[config.mk]
export PLATFORM = sky130hd
export DESIGN_NAME = id_ex_stage
export DESIGN_NICKNAME = d
export VERILOG_FILES = /design/src/rtl/dlx_pkg.sv /design/src/rtl/fwd_mux.sv /design/src/rtl/id_ex_stage.sv
export SDC_FILE = /design/constraint.sdc
export NUM_CORES = 1
export LEC_CHECK = 0
export BUFFER_PORTS_ARGS = -buffer_cell sky130_fd_sc_hd__buf_2
export CORE_ASPECT_RATIO = 0.9
export CORE_MARGIN = 3
export CORE_UTILIZATION = 42
export DETAILED_ROUTE_END_ITERATION = 16
export PLACE_DENSITY = 0.83
export SKIP_LAST_GASP = 1
export SLEW_MARGIN = 40
export SYNTH_ARGS = -nofsm -noshare
export SYNTH_HDL_FRONTEND = slang
export SYNTH_SLANG_ARGS = --single-unit
[constraint.sdc]
create_clock -name clk -period 2 [get_ports clk]
set_clock_uncertainty 0.1 [all_clocks]
set_input_delay 0 -clock clk [delete_from_list [all_inputs] [get_ports clk]]
set_output_delay 0 -clock clk [all_outputs]
set_load 0.03 [all_outputs]
[src/rtl/dlx_pkg.sv]
// Shared DLX definitions: datapath widths, ALU op-codes and the ID/EX latch payload.
package dlx_pkg;

    localparam int unsigned DW  = 32;
    localparam int unsigned RW  = 5;
    localparam int unsigned OPW = 5;

    localparam logic [RW-1:0] REG_ZERO = RW'(0);

    localparam logic [OPW-1:0] ALU_AND    = OPW'(0);
    localparam logic [OPW-1:0] ALU_OR     = OPW'(1);
    localparam logic [OPW-1:0] ALU_ADD    = OPW'(2);
    localparam logic [OPW-1:0] ALU_SUB    = OPW'(3);
    localparam logic [OPW-1:0] ALU_XOR    = OPW'(4);
    localparam logic [OPW-1:0] ALU_SLL    = OPW'(5);
    localparam logic [OPW-1:0] ALU_SRL    = OPW'(6);
    localparam logic [OPW-1:0] ALU_SRA    = OPW'(7);
    localparam logic [OPW-1:0] ALU_SLT    = OPW'(8);
    localparam logic [OPW-1:0] ALU_SLTU   = OPW'(9);
    localparam logic [OPW-1:0] ALU_SEQ    = OPW'(10);
    localparam logic [OPW-1:0] ALU_SNE    = OPW'(11);
    localparam logic [OPW-1:0] ALU_LHI    = OPW'(12);
    localparam logic [OPW-1:0] ALU_MUL    = OPW'(13);
    localparam logic [OPW-1:0] ALU_CVTI2F = OPW'(30);
    localparam logic [OPW-1:0] ALU_CVTF2I = OPW'(31);

    // Decoded instruction as held between ID and EX.
    typedef struct packed {
        logic           valid;
        logic [RW-1:0]  rs1;
        logic [RW-1:0]  rs2;
        logic [RW-1:0]  rd;
        logic [DW-1:0]  rs1_data;
        logic [DW-1:0]  rs2_data;
        logic [DW-1:0]  imm;
        logic           use_imm;
        logic [OPW-1:0] alu_op;
        logic           regwrite;
        logic           is_load;
    } id_ex_t;

    // Bubble: no write, no load, r0 sources so forwarding can never match.
    localparam id_ex_t ID_EX_BUBBLE = '{
        valid:    1'b0,
        rs1:      REG_ZERO,
        rs2:      REG_ZERO,
        rd:       REG_ZERO,
        rs1_data: DW'(0),
        rs2_data: DW'(0),
        imm:      DW'(0),
        use_imm:  1'b0,
        alu_op:   ALU_AND,
        regwrite: 1'b0,
        is_load:  1'b0
    };

endpackage

[src/rtl/fwd_mux.sv]
// Operand forwarding for one source register: EX/MEM beats MEM/WB beats the register file.
module fwd_mux
    import dlx_pkg::*;
(
    input  logic [RW-1:0] rs_idx,
    input  logic [DW-1:0] rf_data,
    input  logic [RW-1:0] exmem_rd,
    input  logic          exmem_regwrite,
    input  logic [DW-1:0] exmem_result,
    input  logic [RW-1:0] memwb_rd,
    input  logic          memwb_regwrite,
    input  logic [DW-1:0] memwb_data,
    output logic [DW-1:0] data
);

    always_comb begin
        data = rf_data;
        if (rs_idx == REG_ZERO) begin
            data = DW'(0);
        end else if (exmem_regwrite && (exmem_rd == rs_idx)) begin
            data = exmem_result;
        end else if (memwb_regwrite && (memwb_rd == rs_idx)) begin
            data = memwb_data;
        end
    end

endmodule

[src/rtl/id_ex_stage.sv]
// ID/EX pipeline latch with operand forwarding and load-use stall for the DLX EX stage.
module id_ex_stage
    import dlx_pkg::*;
(
    input  logic           clk,
    input  logic           reset,
    input  logic           id_valid,
    input  logic [RW-1:0]  id_rs1,
    input  logic [RW-1:0]  id_rs2,
    input  logic [RW-1:0]  id_rd,
    input  logic [DW-1:0]  id_rs1_data,
    input  logic [DW-1:0]  id_rs2_data,
    input  logic [DW-1:0]  id_imm,
    input  logic           id_use_imm,
    input  logic [OPW-1:0] id_alu_op,
    input  logic           id_regwrite,
    input  logic           id_is_load,
    input  logic           flush,
    input  logic           hold,
    input  logic [RW-1:0]  exmem_rd,
    input  logic           exmem_regwrite,
    input  logic [DW-1:0]  exmem_result,
    input  logic [RW-1:0]  memwb_rd,
    input  logic           memwb_regwrite,
    input  logic [DW-1:0]  memwb_data,
    output logic           stall_id,
    output logic           ex_valid,
    output logic [DW-1:0]  ex_A,
    output logic [DW-1:0]  ex_B,
    output logic [OPW-1:0] ex_op,
    output logic [DW-1:0]  ex_store_data,
    output logic [RW-1:0]  ex_rd,
    output logic           ex_regwrite,
    output logic           ex_is_load
);

    id_ex_t        ex_q;
    id_ex_t        ex_d;
    logic          load_use;
    logic [DW-1:0] fwd_rs1;
    logic [DW-1:0] fwd_rs2;

    // Load in EX whose result the ID instruction needs; held off while flushing or frozen.
    always_comb begin
        load_use = ex_q.valid & ex_q.is_load & ex_q.regwrite & (ex_q.rd != REG_ZERO) &
                   id_valid &
                   ((ex_q.rd == id_rs1) | ((ex_q.rd == id_rs2) & ~id_use_imm));
        stall_id = load_use & ~flush & ~hold;

        ex_d = ex_q;
        if (hold) begin
            ex_d = ex_q;
        end else if (flush || stall_id) begin
            ex_d = ID_EX_BUBBLE;
        end else begin
            ex_d = '{
                valid:    id_valid,
                rs1:      id_rs1,
                rs2:      id_rs2,
                rd:       id_rd,
                rs1_data: id_rs1_data,
                rs2_data: id_rs2_data,
                imm:      id_imm,
                use_imm:  id_use_imm,
                alu_op:   id_alu_op,
                regwrite: id_regwrite,
                is_load:  id_is_load
            };
        end
    end

    always_ff @(posedge clk) begin
        if (reset) begin
            ex_q <= ID_EX_BUBBLE;
        end else begin
            ex_q <= ex_d;
        end
    end

    fwd_mux u_fwd_rs1 (
        .rs_idx         (ex_q.rs1),
        .rf_data        (ex_q.rs1_data),
        .exmem_rd       (exmem_rd),
        .exmem_regwrite (exmem_regwrite),
        .exmem_result   (exmem_result),
        .memwb_rd       (memwb_rd),
        .memwb_regwrite (memwb_regwrite),
        .memwb_data     (memwb_data),
        .data           (fwd_rs1)
    );

    fwd_mux u_fwd_rs2 (
        .rs_idx         (ex_q.rs2),
        .rf_data        (ex_q.rs2_data),
        .exmem_rd       (exmem_rd),
        .exmem_regwrite (exmem_regwrite),
        .exmem_result   (exmem_result),
        .memwb_rd       (memwb_rd),
        .memwb_regwrite (memwb_regwrite),
        .memwb_data     (memwb_data),
        .data           (fwd_rs2)
    );

    assign ex_valid      = ex_q.valid;
    assign ex_A          = fwd_rs1;
    assign ex_B          = ex_q.use_imm ? ex_q.imm : fwd_rs2;
    assign ex_op         = ex_q.alu_op;
    assign ex_store_data = fwd_rs2;
    assign ex_rd         = ex_q.rd;
    assign ex_regwrite   = ex_q.regwrite;
    assign ex_is_load    = ex_q.is_load;

endmodule
==> run summary, run 1 <==
CP startpoint kind -> register
Largest net degree at the start of global routing -> 121
Share of cells above drive strength 1 -> 52.25%
Placed instance area -> 8441 sq um
Yosys top cell area share -> 38.55%
Largest fanout on the critical path -> 8
Synth Cell Area -> 6232 sq um
Seq cells post-synth -> 120
Hpwl dp -> 18100 um
Worst-Skew Late Latency -> 430 ps
Via count -> 9401
Fin crit period -> 2559 ps
Initial antenna violation count -> 7
Final Cell Area -> 12710 sq um
P&R area growth vs syn -> 104.0%
Port Buf Inserts -> 309
FILL cells -> 587
Sequential share of the synthesized area -> 38.55%
Maximum Capacitance Violations -> 0
Worst-margin pin slew -> 665.6 ps
Critical Path AT -> 2760 ps
Setup crit end kind -> register
Xor and xnor area share after synthesis -> 4.216%
H-tree Lvls -> 4
Setup violators final -> 217
GP Congestion -> 0.9443
Die H -> 121.6 um
Core ar. -> 14260 sq um
RSZ-0062 raised after global routing -> true
Status -> finished, violations left
Clock-pin slew on the worst setup and hold paths -> 60 ps
FMAX -> 390.8 MHz
Wire length of the first global-routing pass -> 54230 um
Synth Area per Inst -> 8.929 sq um
Final WL -> 42040 um
Starting density of the core -> 43.70%
Via density per instance -> 6.725
Root Driver -> clkbuf_16
Final setup TNS -> -95220 ps
Static Leakage -> 5.446 nW
Crit path kind -> register to register
Largest family of logic cells by synthesized area -> compound AO/OA/AOI/OAI gates
Num ports -> 310
Top post-synthesis cells by area -> dfxtp_1 39%, a22o_1 17%, nor2_1 6.1%
Clock tree from TritonCTS -> built
Clock Tree Buf Depth -> 2
Drt wl/cell -> 30.07 um
FP Rows -> 41
Max-slew violation count -> 0
DRC -> 0
Yosys Warn Count -> 0
Failing checks -> setup timing
PD cells -> 618.7 nW/um^2
GRT Util Overall -> 43.80%
Synth unique cells -> 28
Area leader, netlist -> dfxtp_1
Synth Net Count -> 898
Worst hold slack -> 228.1 ps
Drt initial violations -> 1286
Adder-cell share of the synthesized area -> 0%
Peak supply drop -> 0.6749 mV
Hold crit path type -> primary input to register
Mux cell area share after synthesis -> 5.140%
Final period util -> 127.9%
Total Die Area -> 16340 sq um
Synth Instances -> 698
Vias in the first global route -> 9107
Grt total ovfl -> 0
Die X-Extent -> 134.4 um
Post-route setup slack -> -558.8 ps
Rel. slew slack -> 55.50%
DR pass1 iterations -> 6
Remaining antenna violation count -> 0
Simple-Gate Fraction of Synth Area -> 13.25%
Crit path required time -> 2200 ps
Post-layout net count -> 1387
CTS Buf Count -> 17
Final hold violations -> 0
Complex-gate fraction of the synthesized area -> 31.96%
Sink Count -> 120
[synthesized netlist by cell type]
library cell / n
mux2i_1: 32
nor2b_1: 1
nor2_1: 102
nand4_1: 3
nand3_1: 2
or2_2: 2
xor2_1: 11
buf_2: 4
dfxtp_1: 120
buf_6: 10
o31ai_1: 32
and2_1: 31
or4_1: 2
clkbuf_1: 51
and3_1: 2
o32a_1: 1
a221oi_1: 31
a211oi_1: 33
nor4_1: 3
and4_1: 1
nand2b_1: 1
nor3_1: 1
buf_4: 14
xnor2_1: 19
nand2_1: 36
o41a_1: 1
o21ai_0: 32
a22o_1: 120
[power by group]
| group | total, W | switching [W] | internal [W] |
|---|---|---|---|
| combinational | 0.00204 | 0.00111 | 0.000933 |
| clock | 0.00324 | 0.00124 | 0.00200 |
| sequential | 0.00258 | 0.0000978 | 0.00248 |
[per-stage QoR]
stage	setup slack (ps)	total power (W)	std cells	utilization [%]
after floorplan	-193.5	0.003282	698	-
after detailed placement	-247.6	0.003832	1169	59.19
after global placement	-229.0	0.003811	1169	59.19
final	-558.8	0.007867	1398	89.16
after CTS	-437.0	0.007525	1387	85.60
after global routing	-692.9	0.008006	1398	89.16
[repair_timing]
| action | 4_1_cts | 5_1_grt |
|---|---|---|
| setup endpoints to repair | 216 | 217 |
| endpoints found under the hold margin | 120 | 0 |
| buffers inserted | 41 | 18 |
| gates cloned | 25 | 1 |
| hold buffers | 120 | 0 |
| pin swaps | 77 | 53 |
| resized for setup | 221 | 108 |
[final cells by class]
cell class              count  area, sq um  share of cell area (%)
diodes                      5        12.51                 0.09841
well taps                 193        241.5                   1.899
clock inverters            14        171.4                   1.348
multi-input cells         500         4651                   36.58
clock buffers              18        439.2                   3.454
flip-flops and latches    120         2430                   19.11
repair buffers            548         4770                   37.51
[critical path, cell delays in order, from the launching register on]
cell	delay, ps
dfxtp_4	360
buf_4	170
xnor2_2	210
nand3_1	130
o32a_1	240
o41a_4	580
buf_12	170
buf_8	130
buf_16	150
a22o_1	200
[layout by cell type, fill, tap and decap left out, types with 21 or more instances in the layout]
| master | n |
|---|---|
| a211oi_2 | 31 |
| a221oi_4 | 21 |
| a22o_1 | 120 |
| and2_1 | 29 |
| buf_12 | 31 |
| buf_2 | 238 |
| buf_4 | 101 |
| buf_6 | 32 |
| dfxtp_1 | 110 |
| dlygate4sd3_1 | 120 |
| nand2_1 | 34 |
| nor2_1 | 87 |
| o21ai_0 | 26 |
| o31ai_2 | 25 |
[metal layers]
metal / part of all wire (%) / global-route usage, %
met1: 32 / 49.83
met2: 45 / 72.86
met3: 13 / 12.10
met4: 9.7 / 27.93
met5: 0.071 / 0
[cells by family (layout without fill, tap and decap cells)]
group / count (synthesis) / in the layout
compound gates: 250 / 251
simple gates: 187 / 187
flops: 120 / 120
buf+inv: 79 / 580
mux: 32 / 32
xor+xnor: 30 / 30
other cells: 0 / 5
[final timing paths]
kind | start | to | slack [ps] | cells after the start
worst min register to register | ex_q[11] | ex_q[11] | 380 | 1
worst min-delay path | id_rs2_data[10] | ex_q[50] | 230 | 3
worst max register to register | ex_rd[4] | ex_q[58] | -560 | 9
worst max-delay path | ex_rd[4] | ex_q[58] | -560 | 9
[registers in the layout, summed over array words and instances (netlist names)]
signal	count
ex_regwrite	1
ex_rd	5
ex_valid	1
ex_q	107
ex_is_load	1
ex_op	5
Note: power is estimated with default switching activity, not from simulation.
==> run 2: changes to the inputs <==
--- a/config.mk
+++ b/config.mk
@@ -12,7 +12,6 @@
 export DETAILED_ROUTE_END_ITERATION = 16
 export PLACE_DENSITY = 0.83
 export SKIP_LAST_GASP = 1
-export SLEW_MARGIN = 40
 export SYNTH_ARGS = -nofsm -noshare
 export SYNTH_HDL_FRONTEND = slang
 export SYNTH_SLANG_ARGS = --single-unit
==> constraint.sdc (replaced) <==
create_clock -name clk -period 2.2 [get_ports clk]
set_clock_uncertainty 0.1 [all_clocks]
set_input_delay 0 -clock clk [delete_from_list [all_inputs] [get_ports clk]]
set_output_delay 0 -clock clk [all_outputs]
set_load 0.1 [all_outputs]
==> run summary, run 2 <==
Status -> stopped before the end
Last flow stage reached -> 5_1_grt
Log Error -> [ERROR DPL-0038] Utilization greater than 100%, impossible to legalize
Seq cells post-synth -> 120
Synth Cell Area -> 6232 sq um
Synth Net Count -> 898
Yosys top cell area share -> 38.55%
Yosys Warn Count -> 0
Die H -> 121.6 um
Area leader, netlist -> dfxtp_1
Hpwl dp -> 19920 um
H-tree Lvls -> 4
CTS Buf Count -> 17
Placed Cells incl. Taps -> 1156
Root Driver -> clkbuf_16
Starting density of the core -> 43.70%
Synth Instances -> 698
Synth Area per Inst -> 8.929 sq um
Sink Count -> 120
WEP type -> primary output
GP Congestion -> 0.8997
Port Buf Inserts -> 309
Largest net degree at the start of global routing -> 66
Top post-synthesis cells by area -> dfxtp_1 39%, a22o_1 17%, nor2_1 6.1%
Synth cell count leaders -> 120 x a22o_1, 120 x dfxtp_1, 102 x nor2_1
Synth async-reset ratio -> 0%
Most common flop cell mapped by yosys -> dfxtp_1
Die X-Extent -> 134.4 um
Worst EP post-GRT repair -> ex_A[19]
FP Rows -> 41
Sequential share of the synthesized area -> 38.55%
EDFF count, synth -> 0
Synth unique cells -> 28
Clock Tree Buf Depth -> 2
Num ports -> 310
==> run 2: kinds of logic after synthesis <==
logic type             synth area share [%]
flip-flops                            38.55
AND/OR/NAND/NOR                       13.25
buffers and inverters                 6.886
XOR/XNOR                              4.216
AO/OA/AOI/OAI                         31.96
multiplexers                          5.140
==> run 2: what timing repair did <==
item,4_1_cts
endpoints found under the hold margin,120
buffers inserted,19
resized for setup,306
pin swaps,114
endpoints found under the setup margin,111
cloned,9
hold buffers,120
==> run 2: metrics by stage <==
step                cell area (sq um)  hold WS (ps)  setup slack, ps  TNS [ps]  utilization [%]
floorplan                        7498         25.62           -170.4     -7332                -
global placement                10260         109.0           -13.74    -22.89            71.98
detailed placement              10260         112.0           -88.29    -643.6            71.98
CTS                             13810         130.2           -252.1    -11970            96.85
==> run 3: changes to the inputs <==
--- a/config.mk
+++ b/config.mk
@@ -6,11 +6,10 @@
 export NUM_CORES = 1
 export LEC_CHECK = 0
 export BUFFER_PORTS_ARGS = -buffer_cell sky130_fd_sc_hd__buf_2
-export CORE_ASPECT_RATIO = 0.9
 export CORE_MARGIN = 3
-export CORE_UTILIZATION = 42
+export CORE_UTILIZATION = 40
 export DETAILED_ROUTE_END_ITERATION = 16
-export PLACE_DENSITY = 0.83
+export PLACE_DENSITY_LB_ADDON = 0.15
 export SKIP_LAST_GASP = 1
 export SYNTH_ARGS = -nofsm -noshare
 export SYNTH_HDL_FRONTEND = slang
==> constraint.sdc (replaced) <==
create_clock -name clk -period 2.9 [get_ports clk]
set_clock_uncertainty 0.1 [all_clocks]
set_input_delay 0 -clock clk [delete_from_list [all_inputs] [get_ports clk]]
set_output_delay 0 -clock clk [all_outputs]
set_load 0.1 [all_outputs]
==> run summary, run 3 (synthesized netlist as in run 1, its figures left out) <==
Rel. slew slack -> 48.88%
FMAX -> 356.6 MHz
Maximum Capacitance Violations -> 0
Commonest non-fill, non-tap cell in the layout -> buf_2
Final WL -> 25610 um
GRT Util Overall -> 28.77%
Worst path max stage delay -> 470 ps
Largest register FFs -> 107
Clock Tree Buf Depth -> 2
H-tree Lvls -> 4
CP delay by family, top -> buffers and inverters
DR pass1 iterations -> 5
Post-layout net count -> 1290
Max-slew violation count -> 0
Grt total ovfl -> 0
Pre-CTS setup slack -> 547.2 ps
RSZ-0062 raised after global routing -> true
Final hold violations -> 0
Largest fanout on the critical path -> 32
Vias in the first global route -> 7247
Diode count -> 0
P_int -> 0.003441 W
Clock-pin slew on the worst setup and hold paths -> 50 ps
Drt initial violations -> 476
Switching pwr -> 0.001612 W
Share of cells above drive strength 1 -> 40.15%
PD cells -> 483.3 nW/um^2
FP Rows -> 44
Setup crit end kind -> output pin
P&R area growth vs syn -> 67.76%
Total Die Area -> 17110 sq um
Initial antenna violation count -> 0
Total power -> 0.005052 W
Combinational Power Share -> 26.0%
Fin crit period -> 2804 ps
Worst-Skew Late Latency -> 410 ps
Root Driver -> clkbuf_16
Top reg by flops -> ex_q
Peak supply drop -> 0.4108 mV
Commonest non-fill, non-tap cells in the layout -> 274 x buf_2, 120 x a22o_1, 120 x dlygate4sd3_1
Crit path required time -> 2800 ps
CTS Buf Count -> 17
Wire length of the first global-routing pass -> 38380 um
Port Buf Inserts -> 309
Drt wl/cell -> 19.93 um
Die X-Extent -> 130.8 um
Largest net degree at the start of global routing -> 69
Critical Path AT -> 2700 ps
Sequential Power Share -> 34.9%
CP max stage cell -> buf_2
Num ports -> 310
Switching Share -> 31.90%
Clk pwr share -> 39.1%
Static Leakage -> 4.509 nW
Worst path bufs/invs -> 2
Core ar. -> 14860 sq um
Hold crit path type -> primary input to register
Sink Count -> 120
Via count -> 7202
Via density per instance -> 5.605
Worst hold slack -> 230.9 ps
Status -> finished clean
Die H -> 130.8 um
CP startpoint kind -> register
GP Congestion -> 0.8856
Final period util -> 96.71%
Post-route setup slack -> 95.55 ps
Crit path kind -> register to output pin
Worst-margin pin slew -> 766.7 ps
Remaining antenna violation count -> 0
Clock tree from TritonCTS -> built
Setup violators final -> 0
Starting density of the core -> 41.93%
CP Cell Sequence -> xnor2_1, and4_2, buf_4, and3_1, a211oi_1, o31ai_2, buf_2
DRC -> 0
Hpwl dp -> 17420 um
[run 3: path summary, 6_finish.rpt]
path / start / to / slack [ps] / cells past startpoint
setup / recovery: ex_q[109] / ex_B[28] / 100 / 7
hold / removal: id_rd[0] / ex_rd[0] / 230 / 3
setup reg to reg: ex_rd[4] / ex_q[22] / 560 / 6
hold reg to reg: ex_q[85] / ex_q[85] / 380 / 1
[run 3: metrics by stage]
| step | utilization (%) | setup TNS (ps) | cells | instance area, sq um |
|---|---|---|---|---|
| global placement | 58.02 | 0 | 1134 | 8625 |
| finish | 70.34 | 0 | 1285 | 10460 |
| CTS | 69.76 | 0 | 1284 | 10370 |
| floorplan | - | -1459 | 698 | 6549 |
| global route | 70.34 | -461.9 | 1285 | 10460 |
| detailed placement | 58.02 | 0 | 1134 | 8625 |
[run 3: repair_timing]
item	CTS	global route
gates resized for setup	0	14
endpoints found under the hold margin	120	0
buffers inserted	0	0
hold buffers	120	0
setup endpoints to repair	0	36
[run 3: routing by layer]
layer	up-vias	track usage, %	share of wire [%]
met1	3401	34.08	41
met5	-	0	0
met3	46	8.049	8.5
li1	3390	-	-
met4	0	9.679	2.3
met2	365	50.11	49
[run 3: power groups by stage]
stage	logic, W	registers, W	clock network [W]
4_1_cts	0.00129	0.00176	0.00199
3_3_place_gp	0.00116	0.00179	0
5_1_grt	0.00138	0.00177	0.00207
3_5_place_dp	0.00116	0.00179	0
6_report	0.00131	0.00176	0.00198
2_1_floorplan	0.000773	0.00179	0
[run 3: area by class of cell]
cell class | count | area [sq um]
clock buffers | 27 | 503.0
clock inverters | 3 | 40.04
fillers | 1103 | 4409
multi-input cells | 500 | 3840
flip-flops and latches | 120 | 2404
well taps | 184 | 230.2
repair buffers | 451 | 3438
[run 3: tightest hold or removal path: stages]
cell	delay, ps
dlygate4sd3_1	520
buf_2	90
a22o_1	100
